`config.mk`:
```
export PLATFORM = sky130hd
export DESIGN_NAME = neuron_sequencer
export DESIGN_NICKNAME = d
export VERILOG_FILES = /design/src/rtl/neuron_sequencer.sv
export SDC_FILE = /design/constraint.sdc
export NUM_CORES = 1
export LEC_CHECK = 0
export BUFFER_PORTS_ARGS = -buffer_cell sky130_fd_sc_hd__clkbuf_2
export CORE_ASPECT_RATIO = 0.9
export CORE_MARGIN = 8
export CORE_UTILIZATION = 43
export CTS_CLUSTER_DIAMETER = 120
export CTS_CLUSTER_SIZE = 25
export DETAILED_ROUTE_END_ITERATION = 12
export PLACE_DENSITY_LB_ADDON = 0.08
export SLEW_MARGIN = 20
export SYNTH_ARGS = -nofsm -noshare
export SYNTH_HDL_FRONTEND = slang
export SYNTH_SLANG_ARGS = --single-unit
export TNS_END_PERCENT = 100
```
`constraint.sdc`:
```
create_clock -name clk_i -period 2.2 [get_ports clk_i]
set_input_delay 0.11 -clock clk_i [delete_from_list [all_inputs] [get_ports clk_i]]
set_output_delay 0.11 -clock clk_i [all_outputs]
set_load 0.02 [all_outputs]
```
`src/rtl/neuron_sequencer.sv`:
```
// Sequencer feeding one neuron accumulator: walks the weights, then the bias, and hands the result downstream.
// Optional NEURON_RELU_EN clamps negative results to zero when the result is captured.
module neuron_sequencer #(
    parameter int WORD_SIZE  = 16,
    parameter int INPUT_SIZE = 8,
    parameter int LU_LATENCY = 1,
    parameter int ADDR_W     = $clog2(INPUT_SIZE + 1)
) (
    input  logic                        clk_i,
    input  logic                        reset_i,
    input  logic signed [WORD_SIZE-1:0] data_i,
    input  logic                        valid_i,
    output logic                        ready_o,
    output logic        [ADDR_W-1:0]    mem_addr_o,
    input  logic signed [WORD_SIZE-1:0] mem_data_i,
    output logic signed [WORD_SIZE-1:0] lu_mem_o,
    output logic signed [WORD_SIZE-1:0] lu_data_o,
    output logic                        lu_add_bias_o,
    output logic                        lu_sum_en_o,
    output logic                        lu_reset_o,
    input  logic signed [WORD_SIZE-1:0] lu_result_i,
    output logic signed [WORD_SIZE-1:0] data_o,
    output logic                        valid_o,
    input  logic                        ready_i
);

    localparam int WAIT_W = (LU_LATENCY > 1) ? $clog2(LU_LATENCY) : 1;
    localparam logic [ADDR_W-1:0] LAST_ADDR = ADDR_W'(INPUT_SIZE - 1);
    localparam logic [ADDR_W-1:0] BIAS_ADDR = ADDR_W'(INPUT_SIZE);
    localparam logic [WAIT_W-1:0] LAST_WAIT = WAIT_W'(LU_LATENCY - 1);

    typedef enum logic [2:0] {
        CLEAR,
        ACCUM,
        BIAS,
        WAIT,
        DONE
    } state_t;

    state_t                      state;
    state_t                      state_next;
    logic [ADDR_W-1:0]           count;
    logic [ADDR_W-1:0]           count_next;
    logic [WAIT_W-1:0]           wait_cnt;
    logic [WAIT_W-1:0]           wait_cnt_next;
    logic signed [WORD_SIZE-1:0] result_p0;
    logic signed [WORD_SIZE-1:0] result_p0_next;
    logic                        vld_p0;
    logic                        vld_p0_next;

    function automatic logic signed [WORD_SIZE-1:0] activate(input logic signed [WORD_SIZE-1:0] x);
`ifdef NEURON_RELU_EN
        return x[WORD_SIZE-1] ? '0 : x;
`else
        return x;
`endif
    endfunction

    // The accumulator sees the weight and data words untouched; only sum_en decides whether it adds.
    assign lu_mem_o  = mem_data_i;
    assign lu_data_o = data_i;
    assign data_o    = result_p0;
    assign valid_o   = vld_p0;

    always_ff @(posedge clk_i or posedge reset_i) begin
        if (reset_i) begin
            state     <= CLEAR;
            count     <= '0;
            wait_cnt  <= '0;
            result_p0 <= '0;
            vld_p0    <= 1'b0;
        end else begin
            state     <= state_next;
            count     <= count_next;
            wait_cnt  <= wait_cnt_next;
            result_p0 <= result_p0_next;
            vld_p0    <= vld_p0_next;
        end
    end

    always_comb begin
        state_next     = state;
        count_next     = count;
        wait_cnt_next  = wait_cnt;
        result_p0_next = result_p0;
        vld_p0_next    = vld_p0;
        ready_o        = 1'b0;
        mem_addr_o     = '0;
        lu_sum_en_o    = 1'b0;
        lu_add_bias_o  = 1'b0;
        lu_reset_o     = 1'b0;

        case (state)
            CLEAR: begin
                lu_reset_o = 1'b1;
                count_next = '0;
                state_next = ACCUM;
            end
            ACCUM: begin
                ready_o     = 1'b1;
                mem_addr_o  = count;
                lu_sum_en_o = valid_i;
                if (valid_i) begin
                    if (count == LAST_ADDR) begin
                        count_next = '0;
                        state_next = BIAS;
                    end else begin
                        count_next = count + ADDR_W'(1);
                    end
                end
            end
            BIAS: begin
                mem_addr_o    = BIAS_ADDR;
                lu_sum_en_o   = 1'b1;
                lu_add_bias_o = 1'b1;
                wait_cnt_next = '0;
                state_next    = WAIT;
            end
            // Capture stage: the accumulator output is only trusted LU_LATENCY cycles after the bias add.
            WAIT: begin
                wait_cnt_next = wait_cnt + WAIT_W'(1);
                if (wait_cnt == LAST_WAIT) begin
                    result_p0_next = activate(lu_result_i);
                    vld_p0_next    = 1'b1;
                    state_next     = DONE;
                end
            end
            DONE: begin
                if (ready_i) begin
                    vld_p0_next = 1'b0;
                    state_next  = CLEAR;
                end
            end
            default: begin
                state_next = CLEAR;
            end
        endcase
    end

endmodule

```
Yosys cells after proc, flatten, opt, wreduce, memory -nomap -nowiden

Index checks and enable logic that the tools add are counted.

Eq/ne operators: 9
Add/sub/neg operators: 2
Mux-type cells: 17
Reductions and logical operators: 8
Bitwise logic cells: 1

Operators with widths:

| cell                  | count |
|---|---|
| $pmux W4 S2           | 2 |
| $pmux W3 S5           | 1 |
| $mux W3               | 4 |
| $mux W4               | 2 |
| $ne A2 B2 Y1 const B  | 4 |
| $eq A3 B2 Y1 const B  | 2 |
| $pmux W1 S2           | 3 |
| $reduce_bool A2 Y1    | 3 |
| $mux W1               | 5 |
| $add A4 B1 Y4 const B | 1 |
| $eq A4 B3 Y1 const B  | 1 |
| $reduce_and A2 Y1     | 2 |
| $reduce_and A4 Y1     | 1 |
| $eq A3 B1 Y1 const B  | 1 |
| $eq A3 B3 Y1 const B  | 1 |
| $logic_not A3 Y1      | 1 |
| $reduce_and A3 Y1     | 1 |
| $add A1 B1 Y1 const B | 1 |
| $not A1 Y1            | 1 |

Output and inout port bits: 57
Input port bits: 52
Word-level logic and storage cells: 42
Register bits: 25

Depth between registers and ports, before layout

Depth in word-level cells: 4
Depth in mapped cells: 5
Depth with buffers taken out: 4

Worst setup path before layout

Ideal clock, no wire load.

Path kind: register -> register
Start: register state[2]
End: register count[0]
Arrival: 1.258 ns
Library setup time: 0.126 ns
Buffers on the path: 1
Period minus slack after synthesis: 1.384 ns
Stages on the path, launching flop included: 5
Data required time: 2.074 ns
Path slack: 0.816 ns
Cell sequence: dfrtp_1 buf_6 nor3_1 nand3b_1 o31ai_1

Word-level cells in the longest chain between the ends: 3
Elaborated cells on any way between the ends: 6
Classes of those cells: eq/ne (2); mux (1); reduce/logical (3)

Ends and longest elaborated chain:

| item                                                         | RTL line | source |
|---|---|---|
| start, declared                                              | 40       | `state_t state;` |
| start signal, assigned                                       | 73       | `state <= state_next;` |
| $eq A3 B1 Y1 or $logic_not A3 Y1 (tied branches)             | 93       | `case (state)` |
| $ne A2 B2 Y1 (no line) or $reduce_bool A2 Y1 (tied branches) | n/a      |  |
| $reduce_and A2 Y1 (no line)                                  | n/a      |  |
| end signal, assigned                                         | 74       | `count <= count_next;` |
| end, declared                                                | 42       | `logic [ADDR_W-1:0] count;` |

Several ways; a longest one is shown, not always the timed one.
A chain may end at the register's enable or synchronous reset.

Worst setup path in the final report

Start: register state[1]
End: output port mem_addr_o[3]

Word-level cells in the longest chain between the ends: 2
Elaborated cells on any way between the ends: 3
Classes of those cells: eq/ne (2); mux (1)

Ends and longest elaborated chain:

| item                                         | RTL line | source |
|---|---|---|
| $eq A3 B2 Y1 or $eq A3 B1 Y1 (tied branches) | 93       |  |
| $pmux W4 S2 *                                | 93       |  |
| end, declared                                | 14       | `output logic [ADDR_W-1:0] mem_addr_o,` |

Mark *: on every way between the ends. The rest lies on a longest branch, timed or not.

==> impl_metrics.toml <==
[synth]
synth_top_cell_area_share = 0.437
async_reset_ff_frac = 1.00
syn_area_mm2 = 0.00143
yosysTopAreaCell = "dfrtp_1"
synth_xor_area_frac = 0
ys_warn_count = 0
synth_compound_area_frac = 0.0681
synth_top_family_by_area = "buffers and inverters"
netlist_top_cells_count = "buf_4 (34), dfrtp_1 (25), mux2_2 (8), mux2_4 (8), nor2_1 (6)"
synth.area.mux_share = 0.147
seq_area_frac_synth = 0.437
ys_ff_latch = 25
synth.most_common_cell = "buf_4"
syn_avg_cell_area_um2 = 11.6
synth_cell_types = 34
synth_edf_count = 0
synthSimpleGateAreaFrac = 0.127
synth_ff_type = "dfrtp_1"
synth_area_leaders = "dfrtp_1 (44%), buf_4 (18%), mux2_4 (8.4%), mux2_2 (6.3%), nor2_1 (1.6%)"
synth_fp_nets = 177
syn_inst = 124
synthAdderAreaFrac = 0.00873

[worst_setup_path]
r2r_setup_slack_ns = 0.53
critPathKind = "flip-flop to output port"
crit_arrival_ns = 1.57
reg2reg_depth = 3
reg2reg_from = "state[0]$_DFFE_PP0P_"
slowest_delay_ns = 0.50
cp_cell_sequence = "nor2_1 -> and2_1 -> a21o_1 -> clkbuf_2"
endpoint_kind = "output port"
slowest_stage = "dfrtp_1"
crit_path_max_fanout = 10
r2r-end = "data_o[4]$_DFFE_PP0P_"
startpoint_type = "flip-flop"
worst_ep_required_time_ns = 2.09

[placed_design]
gp_congestion = 0.747
io_buffers = 44
dp_hpwl_mm = 2.31

[power]
p_leak_uw = 0.000772
power.net_switching_uw = 831
finalPower_uw = 2060
vdd_drop_max_uv = 529
combPwrFrac = 0.479
p_int_uw = 1230
p_clk_frac = 0.126
p_per_area_mw_per_mm2 = 1390
sequentialPowerShare = 0.395
p_sw_frac = 0.403

[routing]
routed_wl_mm = 2.97
drt_iter0_drc = 41
ant_nets = 0
dr.pass1.iters = 2
viasPerCell = 4.89
wire_per_inst_um = 16.4
vias = 885
drc = 0

[sta]
worst_slew_pin_slew_ns = 0.479
max_freq_mhz = 595
layout_min_cycle_time_ns = 1.68
hold_viol = 0
finalSetupTns_ns = 0
min_period_over_period = 0.764
drv_slew = 0
setup_viol = 0
finClkSkew_ns = 0.00555
rsz0062_at_grt = "no"
max_slew_margin = 0.681

[floorplan]
dieHeight_um = 70.8
die_area_mm2 = 0.00544
rows = 20
ioPinCount = 109
die_w_um = 76.8
core_region_area_mm2 = 0.00328
initial_utilization = 0.437

[worst_hold_path]
whs_endpoint = "data_o[15]$_DFFE_PP0P_"
whs_path_depth = 2
holdCritPathClass = "primary input to flip-flop"
hold_path_startpoint = "lu_result_i[15]"

[global_route]
antenna_found_initial = 0
grt_max_degree = 26
grt_usage = 0.107
grt_pass1_vias = 931
grt-ovfl-total = 0
grt_first_pass_wirelength_mm = 4.77

[clocking]
post_cts_buffers = 0
cts_tree = "done"
cts-root-buf = "clkbuf_8"
clock_latency_ns = 0.26
clockBufferDepth = 2
htreeDepth = 1
clkSinkCount = 25
path_clk_slew_ns = 0.08
ctsResizeCount = 0
numCtsBuffers = 3
holdBufCountCts = 1

[final_layout]
final_nets = 191
antennaDiodeCount = 0
drive_gt1_frac = 0.504
filler_cell_count = 331
area_delta_synth_final_pct = 3.32

[run]
drv_cap = 0

[status]
status = "finished, final reports clean"
[placed cells by master (no fill, tap or decap), types with 3 or more instances in the layout]
| master | synthesis | routed |
|---|---|---|
| nand2_1 | 4 | 4 |
| clkbuf_2 | 0 | 44 |
| inv_1 | 4 | 4 |
| dfrtp_1 | 25 | 25 |
| and3_1 | 3 | 3 |
| mux2_2 | 8 | 8 |
| nor2_1 | 6 | 6 |
| mux2_4 | 8 | 8 |
| clkbuf_8 | 0 | 3 |
[kinds of logic after synthesis]
| group | after synthesis |
|---|---|
| simple gates | 27 |
| flops | 25 |
| fa+ha+maj | 1 |
| buf+inv | 41 |
| compound gates | 14 |
| mux | 16 |
[how the worst max path moves through the flow]
| stage | startpoint | to |
|---|---|---|
| 5_1_grt | state[0]$_DFFE_PP0P_ | data_o[5]$_DFFE_PP0P_ |
| 2_1_floorplan | state[2]$_DFFE_PP0P_ | count[0]$_DFFE_PP0P_ |
| 3_3_place_gp | state[0]$_DFFE_PP0P_ | data_o[7]$_DFFE_PP0P_ |
| 6_report | state[1]$_DFFE_PP0P_ | mem_addr_o[3] |
| 4_1_cts | state[1]$_DFFE_PP0P_ | mem_addr_o[3] |
| 3_5_place_dp | state[0]$_DFFE_PP0P_ | data_o[5]$_DFFE_PP0P_ |
[through the flow]
stage | setup WS (ns) | instance area [µm²] | util | hold slack [ns] | instances
5_1_grt | 0.416 | 1480 | 0.452 | 0.0582 | 181
2_1_floorplan | 0.816 | 1430 | - | 0.137 | 124
3_5_place_dp | 0.522 | 1430 | 0.435 | 0.166 | 176
4_1_cts | 0.508 | 1480 | 0.452 | 0.0634 | 181
3_3_place_gp | 0.561 | 1430 | 0.435 | 0.160 | 176
6_report | 0.520 | 1480 | 0.452 | 0.0732 | 181
[registers in the layout (all words and copies together) (netlist names)]
signal    count
count         4
valid_o       1
data_o       16
wait_cnt      1
state         3
[cell type report]
type / count / area (µm²) / area share
timing repair buffer: 46 / 238 / 0.161
tap: 44 / 55.1 / 0.0372
multi-input combinational: 58 / 502 / 0.339
inverter: 4 / 15.0 / 0.0101
clock buffer: 4 / 45.0 / 0.0304
sequential: 25 / 626 / 0.423
[power groups by stage]
stage | clock network (µW) | registers (µW) | logic, µW
floorplan | 0 | 946 | 669
global placement | 0 | 820 | 988
detailed placement | 0 | 822 | 1000
CTS | 281 | 815 | 1010
global route | 296 | 842 | 1070
finish | 261 | 814 | 989
[per-layer routing]
layer | track usage | wire [µm]
met5 | 0 | 0
met2 | 0.172 | 1390
met3 | 0.0494 | 291
met4 | 0.0704 | 158
met1 | 0.111 | 1130
[critical path, delay by kind of cell, from the launching register on]
family	cells	cell delay, ns
AOI/OAI and AO/OA	1	0.11
buffers and inverters	1	0.16
DFF	1	0.50
and+or+nand+nor	2	0.54
No activity file was read; power rests on OpenSTA's default activity.
